### src/rtl/alu_pkg.sv
// Shared definitions for the ALU front-end arbiter.
// Holds opcode encodings, the controller state encoding and the watchdog default.
package alu_pkg;

    localparam logic [1:0] ADD = 2'b00;
    localparam logic [1:0] SUB = 2'b01;
    localparam logic [1:0] MUL = 2'b10;
    localparam logic [1:0] DIV = 2'b11;

    localparam int WDOG_MAX_DEFAULT = 200;

    // Result reported to the requester when the ALU never answers.
    localparam logic [7:0] ABORT_RESULT = 8'hFF;

    typedef enum logic [2:0] {
        IDLE     = 3'd0,
        LOAD_A   = 3'd1,
        LOAD_B   = 3'd2,
        WAIT_END = 3'd3,
        RESP     = 3'd4
    } arb_state_t;

endpackage

### src/rtl/rr_arbiter2.sv
// Two-way round-robin selector: on a tie the requester not granted last time wins.
module rr_arbiter2 (
    input  logic i_req0,
    input  logic i_req1,
    input  logic i_last,
    output logic o_grant,
    output logic o_valid
);

    always_comb begin
        o_valid = i_req0 | i_req1;
        o_grant = 1'b0;
        if (i_req0 && i_req1) begin
            o_grant = ~i_last;
        end else if (i_req1) begin
            o_grant = 1'b1;
        end
    end

endmodule

### src/rtl/alu_arbiter.sv
// Shares one multi-cycle ALU between two requesters: arbitrates, sequences the
// A/B operand load, waits for END under a watchdog and returns a done pulse.
module alu_arbiter
    import alu_pkg::*;
#(
    parameter int WDOG_MAX = WDOG_MAX_DEFAULT
) (
    input  logic       clk,
    input  logic       reset,
    input  logic       req0,
    input  logic       req1,
    input  logic [1:0] op0,
    input  logic [1:0] op1,
    input  logic [7:0] a0,
    input  logic [7:0] a1,
    input  logic [7:0] b0,
    input  logic [7:0] b1,
    output logic       done0,
    output logic       done1,
    output logic [7:0] result,
    output logic       err,
    output logic       alu_begin,
    output logic [1:0] alu_op_code,
    output logic [7:0] alu_inbus,
    input  logic [7:0] alu_outbus,
    input  logic       alu_end
);

    localparam logic [7:0] WDOG_LIMIT = 8'(WDOG_MAX);

    arb_state_t r_state;
    arb_state_t w_nextState;

    logic [1:0] r_op;
    logic [7:0] r_a;
    logic [7:0] r_b;
    logic       r_winner;
    logic       r_lastGrant;
    logic [7:0] r_result;
    logic       r_err;
    logic [7:0] r_wdog;

    logic       w_grant;
    logic       w_grantValid;
    logic [7:0] w_wdogNext;
    logic       w_wdogExpired;

    rr_arbiter2 u_rrArbiter (
        .i_req0  (req0),
        .i_req1  (req1),
        .i_last  (r_lastGrant),
        .o_grant (w_grant),
        .o_valid (w_grantValid)
    );

    // The current WAIT_END cycle is the WDOG_MAX-th one when the incremented count hits the limit.
    assign w_wdogNext    = r_wdog + 8'd1;
    assign w_wdogExpired = (w_wdogNext == WDOG_LIMIT);

    assign result = r_result;
    assign err    = r_err;

    always_ff @(posedge clk) begin
        if (reset) begin
            r_state     <= IDLE;
            r_op        <= '0;
            r_a         <= '0;
            r_b         <= '0;
            r_winner    <= 1'b0;
            r_lastGrant <= 1'b1;
            r_result    <= '0;
            r_err       <= 1'b0;
            r_wdog      <= '0;
        end else begin
            r_state <= w_nextState;
            case (r_state)
                IDLE: begin
                    if (w_grantValid) begin
                        r_winner    <= w_grant;
                        r_lastGrant <= w_grant;
                        r_op        <= w_grant ? op1 : op0;
                        r_a         <= w_grant ? a1 : a0;
                        r_b         <= w_grant ? b1 : b0;
                    end
                end
                LOAD_B: begin
                    r_wdog <= '0;
                end
                WAIT_END: begin
                    r_wdog <= w_wdogNext;
                    // A real END beats a watchdog expiry landing in the same cycle.
                    if (alu_end) begin
                        r_result <= alu_outbus;
                    end else if (w_wdogExpired) begin
                        r_result <= ABORT_RESULT;
                        r_err    <= 1'b1;
                    end
                end
                default: begin
                end
            endcase
        end
    end

    always_comb begin
        w_nextState = r_state;
        done0       = 1'b0;
        done1       = 1'b0;
        alu_begin   = 1'b0;
        alu_op_code = '0;
        alu_inbus   = '0;
        case (r_state)
            IDLE: begin
                if (w_grantValid) begin
                    w_nextState = LOAD_A;
                end
            end
            LOAD_A: begin
                alu_begin   = 1'b1;
                alu_op_code = r_op;
                alu_inbus   = r_a;
                w_nextState = LOAD_B;
            end
            LOAD_B: begin
                alu_op_code = r_op;
                alu_inbus   = r_b;
                w_nextState = WAIT_END;
            end
            WAIT_END: begin
                alu_op_code = r_op;
                alu_inbus   = r_b;
                if (alu_end || w_wdogExpired) begin
                    w_nextState = RESP;
                end
            end
            RESP: begin
                alu_op_code = r_op;
                alu_inbus   = r_b;
                done0       = ~r_winner;
                done1       = r_winner;
                w_nextState = IDLE;
            end
            default: begin
                w_nextState = IDLE;
            end
        endcase
    end

endmodule

### config.mk
export PLATFORM = sky130hd
export DESIGN_NAME = alu_arbiter
export DESIGN_NICKNAME = d
export VERILOG_FILES = /design/src/rtl/alu_pkg.sv /design/src/rtl/rr_arbiter2.sv /design/src/rtl/alu_arbiter.sv
export SDC_FILE = /design/constraint.sdc
export NUM_CORES = 1
export LEC_CHECK = 0
export CAP_MARGIN = 20
export CORE_UTILIZATION = 41
export DETAILED_ROUTE_END_ITERATION = 10
export PLACE_DENSITY = 0.88
export SLEW_MARGIN = 20
export SYNTH_ARGS = -nofsm -noshare
export SYNTH_HDL_FRONTEND = slang
export SYNTH_SLANG_ARGS = --single-unit
### constraint.sdc
create_clock -name clk -period 1.8 [get_ports clk]
set_input_delay 0.18 -clock clk [delete_from_list [all_inputs] [get_ports clk]]
set_output_delay 0.18 -clock clk [all_outputs]
set_load 0.02 [all_outputs]
# --- Yosys cells after proc, flatten, opt, wreduce, memory -nomap -nowiden ---
# Cells that the tools add are included.
word_totals:
  register_bits: 40
  elab_cells: 48
op_classes:
  add_sub_neg: 1
  eq_ne: 7
  n_mux: 16
  bitwise: 4
  n_reduce_logical: 11
ops:
  columns: ["operator", "count"]
  rows:
  - ["2-to-1 mux 8 bit", 4]
  - ["one-hot mux 8 bit (2 select lines)", 2]
  - ["one-hot mux 3 bit (4 select lines)", 1]
  - ["adder 8 x 1 -> 8 bit (second input constant)", 1]
  - ["equality test 8 bit (second input constant)", 1]
  - ["equality test 3 x 2 -> 1 bit (second input constant)", 2]
  - ["2-to-1 mux 3 bit", 2]
  - ["AND reduction 2 bit", 3]
  - ["2-to-1 mux 1 bit", 5]
  - ["2-to-1 mux 2 bit", 2]
  - ["nonzero test 2 bit", 2]
  - ["OR reduction 4 bit", 1]
  - ["equality test 3 x 1 -> 1 bit (second input constant)", 1]
  - ["equality test 3 bit (second input constant)", 1]
  - ["logical NOT 3 bit", 1]
  - ["NOT 1 bit", 3]
  - ["AND reduction 3 bit", 1]
  - ["OR reduction 3 bit", 1]
  - ["!= test 2 x 1 -> 1 bit (second input constant)", 1]
  - ["!= test 2 bit (second input constant)", 1]
  - ["logical AND 1 bit", 1]
  - ["logical OR 1 bit", 1]
  - ["OR 1 bit", 1]

# --- Logic depth before layout (Yosys ltp) ---
# Gate-level depths: netlist (run 1).
depth:
  word_depth: 5
  depth_mapped: 7
  mapped_depth_nobuf: 6

# --- Hierarchy ---
# Synthesis (run 1) repeated with hierarchy kept, for this count alone.
hier_totals:
  cells_unflattened: 264
  hier_area_um2: 2123.3
modules_own_cells:
  columns: ["mod", "instances", "cells_per_inst", "area_each_um2"]
  rows:
  - ["alu_arbiter", 1, 262, 2109.5]
  - ["rr_arbiter2", 1, 2, 13.8]

# --- Worst setup path before layout (run 1) ---
# OpenSTA, ideal clock, no wires.
synth_path:
  path_kind: "register -> register"
  startpoint: "register r_wdog[0]"
  endpoint: "register r_result[0] (netlist: result[0])"
  setup_ps: 80
  arrival_ps: 1658
  setup_slack_ps: 62
  path_stages_with_launch: 7
  path_buffers: 0
  synth_period_minus_slack_ps: 1738
  path_cell_list: "dfxtp_1 > ha_1 > nor3b_1 > o2111ai_1 > a221oi_4 > nand2_4 > a211oi_2"
synth_via:
  elab_chain_len: 4
synth_rtl:
  columns: ["item", "line_no", "text"]
  rows:
  - ["start, declared", "alu_arbiter.sv:41", "logic [7:0] r_wdog;"]
  - ["start signal, assigned", "alu_arbiter.sv:90", "r_wdog <= w_wdogNext;"]
  - ["adder 8 x 1 -> 8 bit", "alu_arbiter.sv:57", "assign w_wdogNext = r_wdog + 8'd1;"]
  - ["equality test 8 bit", "alu_arbiter.sv:58", "assign w_wdogExpired = (w_wdogNext == WDOG_LIMIT);"]
  - ["nonzero test 2 bit (no line)", null, null]
  - ["AND reduction 2 bit (no line)", null, null]
  - ["end signal, assigned", "alu_arbiter.sv:93", "r_result <= alu_outbus;"]
  - ["end, declared", "alu_arbiter.sv:39", "logic [7:0] r_result;"]
# Every way passes these cells.
# A chain may end at the register's enable or synchronous reset.

# --- Worst setup path after layout (run 1) ---
layout_path:
  startpoint: "register r_wdog[0]"
  endpoint: "register r_state[0]"
layout_via:
  elab_chain_len: 5
layout_rtl:
  columns: ["item", "line_no", "text"]
  rows:
  - ["adder 8 x 1 -> 8 bit", "alu_arbiter.sv:57", null]
  - ["equality test 8 bit", "alu_arbiter.sv:58", null]
  - ["logical OR 1 bit", "alu_arbiter.sv:132", "if (alu_end || w_wdogExpired) begin"]
  - ["!= test 2 bit (no line)", null, null]
  - ["AND reduction 2 bit (no line)", null, null]
  - ["end signal, assigned", "alu_arbiter.sv:75", "r_state <= w_nextState;"]
  - ["end, declared", "alu_arbiter.sv:31", "arb_state_t r_state;"]
# Every way passes these cells.

==> results of run 1 <==
-- layout make-up --
cell class | instances | share of cell area
Sequential cell | 40 | 0.266
Multi-Input combinational cell | 183 | 0.401
Clock buffer | 7 | 0.0285
Clock inverter | 1 | 0.00248
Tap cell | 67 | 0.0276
Timing Repair Buffer | 89 | 0.273
Inverter | 2 | 0.00248
-- cell families (layout without fill, tap and decap cells) --
kind of cell,after synthesis,count (layout),synth area share
simple gates,96,96,0.213
compound gates,64,64,0.245
flops,40,40,0.389
mux,21,21,0.103
buf+inv,20,99,0.0389
fa+ha+maj,1,1,0.00608
xor+xnor,1,1,0.00426
-- synthesized netlist by cell type (4+ instances only) --
cell type  count
nor2_1        47
dfxtp_1       40
a211oi_1      19
mux2i_1       19
nand2_1       19
clkbuf_1      12
o21ai_0       12
a22oi_1       11
a211oi_2       8
nor3_1         6
nor2b_1        5
a21oi_1        4
buf_2          4
nand3_1        4
-- what timing repair did --
action | CTS | global route
resized for setup | 27 | 31
endpoints found under the setup margin | 22 | 14
setup buffers | 1 | 0
pin swaps | 5 | 5
-- metal layers --
layer | up-vias | wire [µm] | track usage
met2 | 67 | 2670 | 0.360
met3 | 9 | 327 | 0.0787
met1 | 981 | 2150 | 0.239
li1 | 1033 | - | -
met4 | 0 | 93 | 0.0850
met5 | - | 0 | 0
-- path summary, 6_finish.rpt --
| check | startpoint | cells after the start | endpoint | slack (ns) |
|---|---|---|---|---|
| min | err$_SDFFE_PP0P_ | 2 | err$_SDFFE_PP0P_ | 0.50 |
| min reg2reg | err$_SDFFE_PP0P_ | 2 | err$_SDFFE_PP0P_ | 0.50 |
| max reg2reg | r_wdog[0]$_SDFFE_PP0P_ | 7 | r_state[0]$_SDFFE_PP0P_ | 0.007 |
| max | r_wdog[0]$_SDFFE_PP0P_ | 7 | r_state[0]$_SDFFE_PP0P_ | 0.007 |
-- critical path: cells and delay by family, from the launching register on --
kind                   cells  cell delay, ns
AO/OA/AOI/OAI              3            0.83
AND/OR/NAND/NOR            2            0.20
buffers and inverters      2            0.31
flip-flops                 1            0.35
-- power by group through the flow --
stage,Clock [mW],Sequential [mW],Combinational (mW)
3_5_place_dp,0,1.02,0.580
4_1_cts,0.644,1.01,0.567
2_1_floorplan,0,1.02,0.301
6_report,0.637,1.01,0.559
5_1_grt,0.689,1.01,0.612
3_3_place_gp,0,1.02,0.568
-- registers in the layout (all words and copies together) (netlist names) --
register,cells
r_winner,1
r_op,2
r_a,8
r_wdog,8
r_lastGrant,1
r_state,3
err,1
r_b,8
result,8
-- stage by stage --
| step | hold slack, ns | util |
|---|---|---|
| final | 0.497 | 0.634 |
| after CTS | 0.504 | 0.640 |
| after global placement | 0.478 | 0.616 |
| after global routing | 0.505 | 0.634 |
| after floorplan | 0.389 | - |
| after detailed placement | 0.486 | 0.616 |
-- layout by cell type (no fill, tap or decap), types with 2 or more instances in the layout --
| master | synthesis | layout |
|---|---|---|
| inv_1 | 2 | 2 |
| a211o_1 | 2 | 2 |
| nor3_1 | 6 | 5 |
| clkdlybuf4s50_1 | 0 | 57 |
| nor2b_1 | 5 | 4 |
| and2_1 | 3 | 2 |
| nand3_1 | 4 | 4 |
| a21oi_1 | 4 | 4 |
| o21ai_1 | 0 | 2 |
| nor4_1 | 2 | 2 |
| a211oi_1 | 19 | 19 |
| nand2_1 | 19 | 19 |
| nor2_1 | 47 | 46 |
| mux2i_1 | 19 | 19 |
| buf_4 | 0 | 15 |
| dlygate4sd2_1 | 0 | 2 |
| clkbuf_2 | 0 | 9 |
| clkbuf_8 | 0 | 6 |
| buf_2 | 4 | 2 |
| a211oi_2 | 8 | 8 |
| o21ai_0 | 12 | 10 |
| dfxtp_1 | 40 | 38 |
| buf_12 | 0 | 3 |
| o21a_1 | 2 | 2 |
| a22oi_1 | 11 | 11 |
| mux2_2 | 2 | 2 |
==> results.py, run 1 <==
metrics = {
    "outcome": {
        "status": "finished, final reports clean",
    },
    "layout": {
        "finalNonFillerCells": 389,
        "nets": 371,
        "seq_area_um2": 806,
        "diodes": 0,
        "drive_gt1_frac": 0.186,
        "stdcell_area_um2": 3030,
        "syn_to_final_growth_pct": 47.4,
        "fillCellCount": 381,
        "multiInputGateArea_um2": 1210,
    },
    "timing": {
        "finalCritPeriodShare": 0.996,
        "rsz0062_at_grt": "true",
        "setup_ws_ns": 0.00692,
        "max_slew_margin": 0.741,
        "tns_ns": 0,
        "setup_viol": 0,
        "max_freq_mhz": 558,
        "finalCriticalPeriod_ns": 1.79,
        "slew_violations": 0,
        "hold_viol": 0,
        "tightest_slew_ns": 0.389,
        "skew_ns": 0.00517,
    },
    "clocking": {
        "clkSlewWorstSetupHoldPaths_ns": 0.08,
        "numCtsBuffers": 5,
        "htreeDepth": 2,
        "clock-root-buffer": "clkbuf_8",
        "ctsHoldBuffers": 0,
        "clock_latency_ns": 0.30,
        "cts.sinks": 40,
        "tritoncts": "yes",
        "cts_buffer_depth": 2,
    },
    "synth": {
        "synth_area_um2": 2060,
        "synth_largest_type_area_fraction": 0.389,
        "ys_seq_area_frac": 0.389,
        "synth_fp_nets": 293,
        "synth-edff-count": 0,
        "synth_cell_types": 38,
        "synth-seq-cells": 40,
        "ys_warn_count": 0,
        "synth_area_per_cell_um2": 8.46,
        "yosysTopAreaCell": "dfxtp_1",
        "synth-main-ff-cell": "dfxtp_1",
        "ys_top_cells_by_area": "dfxtp_1 39%, mux2i_1 9.2%, nor2_1 8.6%",
        "ys_async_sr_fraction": 0,
        "synthCells": 243,
    },
    "route": {
        "viasPerCell": 5.37,
        "ant_nets": 0,
        "drc": 0,
        "wirelength_um": 5230,
        "via_count": 2090,
        "wire_per_inst_um": 13.5,
        "first_pass_iters": 4,
        "drt_iter0_drc": 81,
    },
    "run": {
        "drv_cap": 0,
    },
    "critical_path": {
        "start_kind": "flip-flop",
        "worstPathCellList": "buf_6 -> and4_4 -> a211o_1 -> a221oi_4 -> buf_4 -> o32a_1 -> nor3_2",
        "worst_ep_arrival_time_ns": 1.98,
        "end_kind": "flip-flop",
        "cp_slowest_cell": "dfxtp_2",
        "crit_required_ns": 1.99,
        "critical_path_class": "flip-flop to flip-flop",
        "critical_path_peak_fanout": 5,
        "slowest_delay_ns": 0.35,
    },
    "power_and_ir_drop": {
        "cellLeakagePower_nw": 1.17,
        "p_comb_frac": 0.254,
        "power.share.sequential": 0.457,
        "p_int_mw": 1.55,
        "p_per_area_nw_per_um2": 726,
        "power.total_mw": 2.20,
        "p_sw_mw": 0.648,
        "power_frac_clock": 0.289,
        "sw_frac_of_total": 0.294,
        "ir_drop_mv": 0.392,
    },
    "global_routing": {
        "grt_max_degree": 41,
        "grt_overflow": 0,
        "grt_use_total": 0.212,
        "antenna_found_initial": 0,
        "grt_pass1_wl_um": 8510,
        "grt_pass1_vias": 1932,
    },
    "die": {
        "chipWidth_um": 72.8,
        "die_y_um": 72.8,
        "rows": 25,
        "core_area_um2": 4790,
        "start_util": 0.430,
        "io_pins": 71,
        "die_area_um2": 5300,
    },
    "worst_hold_path": {
        "min_path_type": "flip-flop to flip-flop",
    },
    "placement": {
        "dp_hpwl_um": 3750,
        "place_ws_ns": -0.0428,
        "port_buffers": 70,
        "place_congestion": 0.861,
        "dp_cells": 380,
        "post_dp_cell_area_um2": 2950,
    },
}
(Power assumes the default switching activity.)
==> run 2: changes to the inputs <==
--- a/config.mk
+++ b/config.mk
@@ -5,10 +5,13 @@
 export SDC_FILE = /design/constraint.sdc
 export NUM_CORES = 1
 export LEC_CHECK = 0
+export ABC_CLOCK_PERIOD_IN_PS = 1800
 export CAP_MARGIN = 20
-export CORE_UTILIZATION = 41
+export CORE_MARGIN = 2
+export CORE_UTILIZATION = 42
+export CTS_BUF_LIST = sky130_fd_sc_hd__clkbuf_8
 export DETAILED_ROUTE_END_ITERATION = 10
-export PLACE_DENSITY = 0.88
+export PLACE_DENSITY = 0.9
 export SLEW_MARGIN = 20
 export SYNTH_ARGS = -nofsm -noshare
 export SYNTH_HDL_FRONTEND = slang
==> results.py, run 2 (synthesized netlist as in run 1, its figures left out) <==
metrics = {
    "critical_path": {
        "crit_required_ns": 2.02,
        "slowest_delay_ns": 0.41,
        "cp_slowest_cell": "a221oi_4",
        "worstRegToRegCells": 6,
        "critical_path_peak_fanout": 8,
        "worstPathCellList": "ha_4 -> and3b_2 -> o2111ai_2 -> a221oi_4 -> nand2_4 -> a211oi_2",
        "critical_path_class": "flip-flop to flip-flop",
        "worst_ep_arrival_time_ns": 2.00,
        "end_kind": "flip-flop",
        "start_kind": "flip-flop",
    },
    "power_and_ir_drop": {
        "p_comb_frac": 0.236,
        "p_sw_mw": 0.631,
        "ir_drop_mv": 0.379,
        "p_int_mw": 1.73,
        "p_per_area_nw_per_um2": 765,
        "cellLeakagePower_nw": 1.20,
        "power_frac_clock": 0.339,
        "power.total_mw": 2.36,
        "sw_frac_of_total": 0.267,
        "power.share.sequential": 0.424,
    },
    "placement": {
        "dp_cells": 381,
        "port_buffers": 70,
        "dp_hpwl_um": 3810,
        "place_congestion": 0.846,
    },
    "die": {
        "io_pins": 71,
        "chipWidth_um": 74.0,
        "core_area_um2": 4720,
        "die_area_um2": 5470,
        "die_y_um": 74.0,
        "start_util": 0.435,
        "rows": 25,
    },
    "route": {
        "first_pass_iters": 4,
        "drt_iter0_drc": 90,
        "drc": 0,
        "wire_per_inst_um": 13.8,
        "via_count": 2093,
        "ant_nets": 0,
        "viasPerCell": 5.35,
        "wirelength_um": 5420,
    },
    "timing": {
        "slew_violations": 0,
        "max_slew_margin": 0.757,
        "tns_ns": 0,
        "finalCritPeriodShare": 0.992,
        "skew_ns": 0.00699,
        "tightest_slew_ns": 0.364,
        "whs_ns": 0.499,
        "finalCriticalPeriod_ns": 1.78,
        "max_freq_mhz": 560,
        "hold_viol": 0,
        "rsz0062_at_grt": "true",
        "setup_viol": 0,
    },
    "layout": {
        "seq_area_um2": 811,
        "nets": 373,
        "layout_common_cells": "57 x clkdlybuf4s50_1, 46 x nor2_1, 36 x dfxtp_1",
        "fillCellCount": 385,
        "syn_to_final_growth_pct": 50.2,
        "final_common_cell": "clkdlybuf4s50_1",
        "multiInputGateArea_um2": 1210,
        "finalNonFillerCells": 391,
        "post-route-util": 0.654,
        "drive_gt1_frac": 0.194,
        "diodes": 0,
    },
    "clocking": {
        "cts.sinks": 40,
        "numCtsBuffers": 5,
        "ctsHoldBuffers": 0,
        "htreeDepth": 2,
        "clock_latency_ns": 0.29,
        "cts_buffer_depth": 2,
        "tritoncts": "yes",
        "clkSlewWorstSetupHoldPaths_ns": 0.08,
        "clock-root-buffer": "clkbuf_8",
    },
    "run": {
        "drv_cap": 0,
    },
    "worst_hold_path": {
        "hold_depth": 2,
        "min_path_type": "flip-flop to flip-flop",
    },
    "global_routing": {
        "grt_pass1_vias": 1981,
        "grt_max_degree": 41,
        "grt_overflow": 0,
        "grt_pass1_wl_um": 8690,
        "antenna_found_initial": 0,
        "grt_use_total": 0.205,
    },
    "outcome": {
        "status": "finished, final reports clean",
    },
}
==> run 2: cell count changes in the layout (fill, tap and decap cells not counted), sizes merged <==
cell / change
bufinv: +1
clkbuf: +1
clkdlybuf4s15: +1
clkinvlp: -1
==> run 2: area by class of cell <==
cell class,count,area share
clock buffers,7,0.0312
clock inverters,1,0.00972
inverters,2,0.00243
multi-input cells,183,0.393
flip-flops and latches,40,0.262
well taps,67,0.0271
repair buffers,91,0.274
==> run 2: critical path, delay by kind of cell, from the launching register on <==
kind                     cells  cell delay [ns]
AO/OA/AOI/OAI                3             0.79
adder cells (fa/ha/maj)      1             0.17
flip-flops                   1             0.37
AND/OR/NAND/NOR              2             0.37
==> run 2: worst paths after layout <==
kind / start / end / slack [ns]
worst max register to register: r_wdog[1]$_SDFFE_PP0P_ / result[7]$_SDFFE_PP0P_ / 0.02
worst min-delay path: r_op[0]$_SDFFE_PP0P_ / r_op[0]$_SDFFE_PP0P_ / 0.50
worst min register to register: r_op[0]$_SDFFE_PP0P_ / r_op[0]$_SDFFE_PP0P_ / 0.50
worst max-delay path: r_wdog[1]$_SDFFE_PP0P_ / result[7]$_SDFFE_PP0P_ / 0.02
==> run 2: what timing repair did <==
item | 4_1_cts | 5_1_grt
resized for setup | 21 | 35
pin swaps | 4 | 5
setup endpoints to repair | 21 | 19
buffers inserted | 2 | 0
==> run 2: stage by stage <==
stage | setup slack (ns) | area [µm²]
after floorplan | 0.0618 | 2060
after global placement | 0.0366 | 2960
after detailed placement | 0.0108 | 2960
after CTS | 0.00322 | 3110
after global routing | -0.0442 | 3090
final | 0.0153 | 3090
==> run 2: per-layer routing <==
metal  GRT usage  up-vias  share of wire
li1            -     1031              -
met5           0        -              0
met2       0.349       80           0.51
met1       0.244      970           0.41
met4       0.101        0          0.021
met3      0.0461       12          0.060
==> run 2: power by group through the flow <==
stage                     sequential [mW]  combinational, mW  clock [mW]
final                                1.00              0.558       0.802
after global routing                 1.01              0.612       0.845
after CTS                            1.00              0.567       0.801
after detailed placement             1.02              0.582           0
after global placement               1.02              0.569           0
after floorplan                      1.02              0.301           0
==> run 3: changes to the inputs <==
--- a/config.mk
+++ b/config.mk
@@ -8,11 +8,13 @@
 export ABC_CLOCK_PERIOD_IN_PS = 1800
 export CAP_MARGIN = 20
 export CORE_MARGIN = 2
-export CORE_UTILIZATION = 42
+export CORE_UTILIZATION = 43
 export CTS_BUF_LIST = sky130_fd_sc_hd__clkbuf_8
 export DETAILED_ROUTE_END_ITERATION = 10
-export PLACE_DENSITY = 0.9
+export MAX_ROUTING_LAYER = met4
+export PLACE_DENSITY = 0.91
 export SLEW_MARGIN = 20
 export SYNTH_ARGS = -nofsm -noshare
 export SYNTH_HDL_FRONTEND = slang
+export SYNTH_HIERARCHICAL = 1
 export SYNTH_SLANG_ARGS = --single-unit
==> results.py, run 3 <==
metrics = {
    "clocking": {
        "htreeDepth": 2,
        "clock-root-buffer": "clkbuf_8",
        "cts_setup_buffers": 0,
        "tritoncts": "yes",
        "cts_buffer_depth": 2,
        "cts.sinks": 40,
        "clkSlewWorstSetupHoldPaths_ns": 0.08,
        "clock_latency_ns": 0.30,
        "numCtsBuffers": 5,
    },
    "power_and_ir_drop": {
        "power.share.sequential": 0.398,
        "p_sw_mw": 0.931,
        "ir_drop_mv": 0.471,
        "power_frac_clock": 0.272,
        "p_int_mw": 1.85,
        "sw_frac_of_total": 0.335,
        "cellLeakagePower_nw": 1.18,
        "power.total_mw": 2.78,
        "p_per_area_nw_per_um2": 906,
        "p_comb_frac": 0.330,
    },
    "route": {
        "viasPerCell": 5.43,
        "ant_nets": 0,
        "drc": 0,
        "via_count": 2188,
        "drt_iter0_drc": 123,
        "first_pass_iters": 4,
        "wirelength_um": 5600,
        "wire_per_inst_um": 13.9,
    },
    "critical_path": {
        "worstRegToRegCells": 5,
        "critical_path_class": "flip-flop to output port",
        "crit_required_ns": 1.62,
        "worst_ep_arrival_time_ns": 1.54,
        "critical_path_peak_fanout": 6,
        "start_kind": "flip-flop",
        "end_kind": "output port",
    },
    "layout": {
        "syn_to_final_growth_pct": 44.4,
        "stdcell_area_um2": 3070,
        "drive_gt1_frac": 0.134,
        "fillCellCount": 393,
        "final_common_cell": "clkdlybuf4s50_1",
        "layout_common_cells": "57 x clkdlybuf4s50_1, 37 x dfxtp_1, 34 x nor2_1",
        "multiInputGateArea_um2": 1210,
        "seq_area_um2": 807,
        "nets": 385,
        "diodes": 0,
    },
    "timing": {
        "setup_viol": 0,
        "max_slew_margin": 0.704,
        "tightest_slew_ns": 0.443,
        "finalCriticalPeriod_ns": 1.72,
        "whs_ns": 0.488,
        "rsz0062_at_grt": "false",
        "hold_viol": 0,
        "max_freq_mhz": 583,
        "tns_ns": 0,
        "setup_ws_ns": 0.0836,
        "finalCritPeriodShare": 0.954,
        "skew_ns": 0.00593,
        "slew_violations": 0,
    },
    "placement": {
        "post_dp_cell_area_um2": 2970,
        "place_ws_ns": -0.101,
        "place_congestion": 0.853,
        "port_buffers": 70,
        "dp_hpwl_um": 4090,
    },
    "synth": {
        "synth_cell_types": 44,
        "ys_seq_area_frac": 0.377,
        "synth_area_um2": 2120,
        "synth_common_cells": "40 x dfxtp_1, 35 x nor2_1, 25 x a21oi_1",
        "synth_largest_type_area_fraction": 0.377,
        "synth-main-ff-cell": "dfxtp_1",
        "ys_warn_count": 6,
        "synth-edff-count": 0,
        "yosysTopAreaCell": "dfxtp_1",
        "synthCells": 264,
        "ys_top_cells_by_area": "dfxtp_1 38%, mux2i_1 8.5%, a211oi_1 6.4%",
        "synth_fp_nets": 314,
        "synth_area_per_cell_um2": 8.04,
        "synth-seq-cells": 40,
        "yosysMostFrequentCell": "dfxtp_1",
        "ys_async_sr_fraction": 0,
    },
    "die": {
        "chipWidth_um": 74.3,
        "die_area_um2": 5520,
        "io_pins": 71,
        "core_area_um2": 4750,
        "start_util": 0.447,
        "die_y_um": 74.3,
        "rows": 25,
    },
    "global_routing": {
        "grt_pass1_wl_um": 9180,
        "grt_use_total": 0.222,
        "antenna_found_initial": 0,
        "grt_max_degree": 40,
        "grt_overflow": 0,
        "grt_pass1_vias": 2036,
    },
    "worst_hold_path": {
        "hold_depth": 2,
        "min_path_type": "flip-flop to flip-flop",
    },
    "run": {
        "drv_cap": 0,
    },
    "outcome": {
        "status": "finished, final reports clean",
    },
}
[run 3: metal layers]
layer | GRT usage | up-vias | share of wire
met5 | - | - | 0
met4 | 0.101 | 0 | 0.032
met3 | 0.0569 | 17 | 0.083
met2 | 0.353 | 109 | 0.48
met1 | 0.264 | 978 | 0.40
li1 | - | 1084 | -
[run 3: metrics by stage]
stage,util,std cells
2_1_floorplan,-,264
3_3_place_gp,0.625,395
3_5_place_dp,0.625,395
4_1_cts,0.654,403
5_1_grt,0.645,403
6_report,0.645,403
[run 3: timing repair]
item / CTS / global route
hold endpoints to repair: 0 / 0
endpoints found under the setup margin: 13 / 9
cloned: 0 / 0
pin swaps: 0 / 1
resized for setup: 35 / 11
hold buffers: 0 / 0
[run 3: cell families (layout without fill, tap and decap cells)]
logic type | count (synthesis) | after routing | synth area share
AOI/OAI and AO/OA | 83 | 83 | 0.252
xor gates and xnor gates | 1 | 1 | 0.00413
adders and majority gates | 1 | 1 | 0.00589
buffers and inverters | 32 | 104 | 0.0678
DFF | 40 | 40 | 0.377
muxes | 18 | 18 | 0.0849
and+or+nand+nor | 89 | 89 | 0.208
[run 3: final cells by class]
type | count | share of cell area
Multi-Input combinational cell | 192 | 0.394
Timing Repair Buffer | 86 | 0.265
Sequential cell | 40 | 0.263
Tap cell | 67 | 0.0273
Clock buffer | 5 | 0.0224
Clock inverter | 3 | 0.0151
Inverter | 10 | 0.0122
[run 3: critical path, stage by stage (launching register included)]
cell and delay (ns):
dfxtp_2 0.36, nor2_2 0.18, xnor2_2 0.17, and2_1 0.18, dlygate4sd2_1 0.35
[run 3: power groups by stage]
stage,Combinational [mW],Sequential (mW),Clock [mW]
final,0.916,1.11,0.756
after detailed placement,0.940,1.12,0
after CTS,0.938,1.10,0.771
after floorplan,0.538,1.10,0
after global routing,0.999,1.12,0.802
after global placement,0.908,1.12,0
[run 3: path summary, 6_finish.rpt]
kind	from	to	slack, ns
setup / recovery	r_state[0]$_SDFFE_PP0P_	alu_op_code[0]	0.08
hold reg to reg	r_wdog[7]$_SDFFE_PP0P_	r_wdog[7]$_SDFFE_PP0P_	0.49
hold / removal	r_wdog[7]$_SDFFE_PP0P_	r_wdog[7]$_SDFFE_PP0P_	0.49
setup reg to reg	r_state[1]$_SDFFE_PP0P_	result[7]$_SDFFE_PP0P_	0.20
